--- src/rtl/windowed_max_pool.sv ---
// windowed_max_pool: streaming signed max-pool over windows of WINDOW samples (or closed early by in_last), emitting max/argmax/count.
module windowed_max_pool #(
  parameter int WIDTH = 8,
  parameter int WINDOW = 4,
  localparam int IDX_W = (WINDOW > 1) ? $clog2(WINDOW) : 1,
  localparam int CNT_W = $clog2(WINDOW + 1)
) (
  input  logic             clk,
  input  logic             rst,
  input  logic             in_valid,
  output logic             in_ready,
  input  logic [WIDTH-1:0] in_data,
  input  logic             in_last,
  output logic             out_valid,
  input  logic             out_ready,
  output logic [WIDTH-1:0] out_max,
  output logic [IDX_W-1:0] out_idx,
  output logic [CNT_W-1:0] out_count
);
  logic [WIDTH-1:0] acc_max, nmax;
  logic [IDX_W-1:0] acc_idx, nidx;
  logic [CNT_W-1:0] cnt, ncnt;
  logic             acc, first, gt, close;
  assign in_ready = !out_valid || out_ready;
  always_comb begin
    acc   = in_valid && in_ready;
    first = cnt == '0;
    gt    = $signed(in_data) > $signed(acc_max);
    nmax  = (first || gt) ? in_data : acc_max;
    nidx  = first ? '0 : gt ? IDX_W'(cnt) : acc_idx;
    ncnt  = cnt + CNT_W'(1);
    close = (cnt == CNT_W'(WINDOW - 1)) || in_last;
  end
  // A close in the same cycle as a transfer-out reloads the output register, so out_valid stays high.
  always_ff @(posedge clk) begin
    if (rst) begin
      acc_max   <= '0;
      acc_idx   <= '0;
      cnt       <= '0;
      out_valid <= 1'b0;
      out_max   <= '0;
      out_idx   <= '0;
      out_count <= '0;
    end else begin
      if (acc) begin
        acc_max <= nmax;
        acc_idx <= nidx;
        cnt     <= close ? '0 : ncnt;
        if (close) begin
          out_max   <= nmax;
          out_idx   <= nidx;
          out_count <= ncnt;
        end
      end
      out_valid <= (acc && close) ? 1'b1 : out_ready ? 1'b0 : out_valid;
    end
  end
endmodule

--- config.mk ---
export PLATFORM = sky130hd
export DESIGN_NAME = windowed_max_pool
export DESIGN_NICKNAME = d
export VERILOG_FILES = /design/src/rtl/windowed_max_pool.sv
export SDC_FILE = /design/constraint.sdc
export NUM_CORES = 1
export LEC_CHECK = 0
export BUFFER_PORTS_ARGS = -buffer_cell sky130_fd_sc_hd__buf_2
export CELL_PAD_IN_SITES_DETAIL_PLACEMENT = 0
export CELL_PAD_IN_SITES_GLOBAL_PLACEMENT = 2
export CORE_MARGIN = 2
export CORE_UTILIZATION = 34
export DETAILED_ROUTE_END_ITERATION = 8
export PLACE_DENSITY_LB_ADDON = 0.2
export SLEW_MARGIN = 20
export SYNTH_ARGS = -nofsm -noshare
export SYNTH_HDL_FRONTEND = slang
export SYNTH_SLANG_ARGS = --single-unit
export TNS_END_PERCENT = 1
--- constraint.sdc ---
create_clock -name clk -period 3.1 [get_ports clk]
set_input_delay 0.31 -clock clk [delete_from_list [all_inputs] [get_ports clk]]
set_output_delay 0.31 -clock clk [all_outputs]
set_load 0.1 [all_outputs]
# Word-level counts from Yosys, hierarchy flattened
# Cells that the tools add are included.
# classes
muxes	6
order_cmp	1
n_eq_ne	1
reduce_logical	9
add_sub_neg	1
# op_table
op	count
8-bit > comparator	1
8-bit 2-to-1 mux	1
2-bit 2-to-1 mux	2
3-bit by 1-bit adder with 3-bit output, second input constant	1
3-bit by 2-bit equality test with 1-bit output, second input constant	1
3-bit logical NOT	1
1-bit logical OR	3
3-bit 2-to-1 mux	1
1-bit logical AND	2
1-bit 2-to-1 mux	2
2-bit AND reduction	1
2-bit nonzero test	1
1-bit logical NOT	1
# totals
regBits	27
output_inout_bits	15
inputBits	13

# Longest topological paths before layout
# logic_depth
ltp_word	5
mapped_depth	9
depth_no_buf	8

# Least setup slack after synthesis
# Ideal clock, no wire load.
# synth_path
path_kind	register to register
from	reg out_valid
to	reg out_idx[0]
setup_time_ns	0.074
path_buffers	2
setup_slack_ns	0.109
synth_period_minus_slack_ns	2.991
required_ns	3.026
t_arrival_ns	2.917
path_stages_with_launch	9
path_cell_list	dfxtp_1 -> nand2b_1 -> and2_1 -> buf_4 -> o21a_1 -> buf_2 -> nor2_1 -> nand2_1 -> o21ai_0
# synth_between
elab_chain_len	4
# synth_lines
element	line_no	text
start, declared	14	output logic out_valid,
start signal, assigned	55	out_valid <= (acc && close) ? 1'b1 : out_ready ? 1'b0 : out_valid;
1-bit logical NOT	24	assign in_ready = !out_valid || out_ready;
1-bit logical OR	24	
named net in_ready	11	output logic in_ready,
1-bit logical AND	26	acc = in_valid && in_ready;
2-bit AND reduction (no line)	-	
end signal, assigned	51	out_idx <= nidx;
end, declared	17	output logic [IDX_W-1:0] out_idx,
# The timed path passes the listed nets, and every way through them passes these cells.
# A chain may end at the register's enable or synchronous reset.

# Worst setup path in the final report
# layout_path
from	reg acc_max[7]
to	reg acc_max[6]
# layout_between
elab_chain_len	3
# layout_lines
element	line_no	text
start, declared	20	logic [WIDTH-1:0] acc_max, nmax;
start signal, assigned	46	acc_max <= nmax;
8-bit > comparator	28	gt = $signed(in_data) > $signed(acc_max);
1-bit logical OR	29	nmax = (first || gt) ? in_data : acc_max;
8-bit 2-to-1 mux	29	
# Every way passes these cells.

==> flow_summary.ini <==
[run_status]
outcome = complete, no violations

[critical_path]
path_cells = inv_1 > ha_1 > nand4_1 > o22ai_1 > a31oi_1 > o31ai_2 > buf_4 > mux2i_1 > nor2_1
critPathRequiredTime_ns = 3.26
startpoint_type = register
reg2reg_setup_slack_ns = 0.81
critPathMaxFanout = 6
worstSetupEndpointType = register
rr_startpoint = acc_max[7]$_SDFFE_PP0P_
critPathSlowestCell = o31ai_2
reg2regPathDepth = 9
cp.arrival_ns = 2.45
r2r_end = acc_max[6]$_SDFFE_PP0P_
critPathMaxStageDelay_ns = 0.54
path_class = register to register

[min_path]
min_from = in_data[0]
hold_path.class = input port to register
holdPathStages = 3
holdPathEnd = acc_max[0]$_SDFFE_PP0P_

[floorplanning]
die_width_um = 66.8
die_area_sq_um = 4460
num_io_pins = 28
core_sq_um = 3720
rows = 22
fp.dieH_um = 66.8
start_util_pct = 36.0

[logic_synthesis]
synthesis.area_sq_um = 1340
synth_nets = 170
syn_area_per_cell_sq_um = 9.17
synthCells = 146
ys_seq_elements = 27
synth_cell_types = 34
yosysWarningCount = 0
ys_seq_area_share_pct = 40.4

[pwr]
power_density_nw_per_um2 = 527
p_leak_nw = 0.668
ir_drop_v = 0.000348

[drt]
vias = 1123
viasPerCell = 5.10
drc = 0
wl_per_cell_um = 13.3
drtAntennaViolNets = 0
first_pass_iters = 4
drt_wl_total_um = 2930
drt_iter0_markers = 44

[grt]
grt_overflow = 0
antenna_found_initial = 0
grt_pass1_vias = 1123
grt_pass1_wl_um = 4970
grt_use_total_pct = 14.7
grt_max_degree = 21

[placed_design]
dp_hpwl_um = 2240
gp_congestion = 0.706
port_buffers = 27
placed_area_sq_um = 1510

[timing]
final-hold-violation-count = 0
slew_viol_final = 0
finClkSkew_ns = 0.00572
maxSlewHeadroom_pct = 60.0
tns_ns = 0
worst_pin_slew_ns = 0.596
finalCriticalPeriod_ns = 2.29
rsz0062_at_grt = false
setup_viol = 0
fin_crit_sh_pct = 74.0
fmax_ghz = 0.436

[cells_and_area]
area_delta_synth_final_pct = 16.2
n_antenna_cell = 0
fin_nets = 197
final_area_sq_um = 1560
drive_gt1_share_pct = 22.1
fillers = 410
multi_input_area_sq_um = 711
layout_common_cells = dfxtp_1, buf_2, nor2_1
seq_area_sq_um = 541

[cts]
htreeDepth = 1
clockBufferDepth = 2
post_cts_buffers = 0
cts_buffers = 3
clock_latency_ns = 0.27
postCtsHoldBufs = 0
cts_resized = 0
cts.clk_slew.worst_paths_ns = 0.09
clkSinkCount = 27
cts-root-buf = clkbuf_8
cts_tree = built

[run]
drv_cap = 0
## worst max-delay path by stage
stage / start / endpoint / slack, ns / cells after the start
floorplan: out_valid$_SDFFE_PP0P_ / out_idx[0]$_SDFFE_PP0P_ / 0.11 / 8
global placement: in_data[1] / acc_max[0]$_SDFFE_PP0P_ / 0.77 / 9
detailed placement: in_data[7] / acc_max[6]$_SDFFE_PP0P_ / 0.74 / 9
CTS: acc_max[7]$_SDFFE_PP0P_ / acc_max[6]$_SDFFE_PP0P_ / 0.77 / 9
global route: acc_max[7]$_SDFFE_PP0P_ / acc_max[4]$_SDFFE_PP0P_ / 0.61 / 9
finish: acc_max[7]$_SDFFE_PP0P_ / acc_max[6]$_SDFFE_PP0P_ / 0.81 / 9
## layer usage
metal / track usage (%) / wire length [um] / up-vias
li1: - / - / 572
met1: 17.8 / 1350 / 535
met4: 3.06 / 24 / 0
met2: 26.1 / 1460 / 14
met5: 0 / 0 / -
met3: 3.55 / 90 / 2
## sequential cells by signal, indices dropped and copies added, names as in the netlist
name       cells
out_valid      1
acc_idx        2
out_max        8
cnt            3
acc_max        8
out_idx        2
out_count      3
## power breakdown
group,switching (W),internal [W]
Sequential,0.0000120,0.000369
Combinational,0.000174,0.0000646
Clock,0.000108,0.0000920
## critical path: cells and delay by family (launching register included)
family | cells | cell delay (ns)
AOI/OAI and AO/OA | 3 | 0.80
adders and majority gates | 1 | 0.31
buffers and inverters | 2 | 0.32
DFF | 1 | 0.35
muxes | 1 | 0.20
and+or+nand+nor | 2 | 0.19
## area by class of cell
cell class | instances | share of cell area (%)
well taps | 48 | 3.86
flip-flops and latches | 27 | 34.8
clock buffers | 4 | 2.90
inverters | 13 | 3.14
repair buffers | 29 | 9.65
multi-input cells | 99 | 45.7
## cell usage after synthesis, drive strengths merged
| cell type | number | area [sq um] |
|---|---|---|
| dfxtp | 27 | 541 |
| nor2 | 17 | 63.8 |
| inv | 13 | 48.8 |
| ha | 11 | 138 |
| mux2i | 11 | 110 |
| o21ai | 11 | 58.8 |
| nor3 | 10 | 61.3 |
| a311oi | 7 | 61.3 |
| a21oi | 6 | 33.8 |
| buf | 5 | 36.3 |
| nand2 | 5 | 18.8 |
| a211oi | 2 | 15.0 |
| a32o | 2 | 20.0 |
| clkbuf | 2 | 7.51 |
| nand2b | 2 | 12.5 |
| nand4 | 2 | 12.5 |
| a2111oi | 1 | 8.76 |
| a21o | 1 | 7.51 |
| a31oi | 1 | 6.26 |
| and2 | 1 | 6.26 |
| and2b | 1 | 8.76 |
| nor2b | 1 | 6.26 |
| nor3b | 1 | 7.51 |
| o211ai | 1 | 12.5 |
| o21a | 1 | 7.51 |
| o22ai | 1 | 6.26 |
| o31ai | 1 | 7.51 |
| or3 | 1 | 6.26 |
| xnor2 | 1 | 8.76 |
## cell families after synthesis
logic type	Yosys count	synth area share (%)
simple gates	41	15.2
compound gates	35	18.3
flops	27	40.4
buf+inv	20	6.92
mux	11	8.22
fa+ha+maj	11	10.3
xor+xnor	1	0.654
## per-stage QoR
step                std cells  hold slack, ns  setup slack (ns)  power, W  utilization, %
floorplan                 146           0.454             0.109  0.000583               -
global placement          216           0.432             0.767  0.000628            40.6
detailed placement        216           0.447             0.736  0.000630            40.6
CTS                       220           0.306             0.767  0.000832            41.9
global route              220           0.319             0.613  0.000873            41.9
finish                    220           0.317             0.806  0.000820            41.9
No activity file was read; power rests on OpenSTA's default activity.
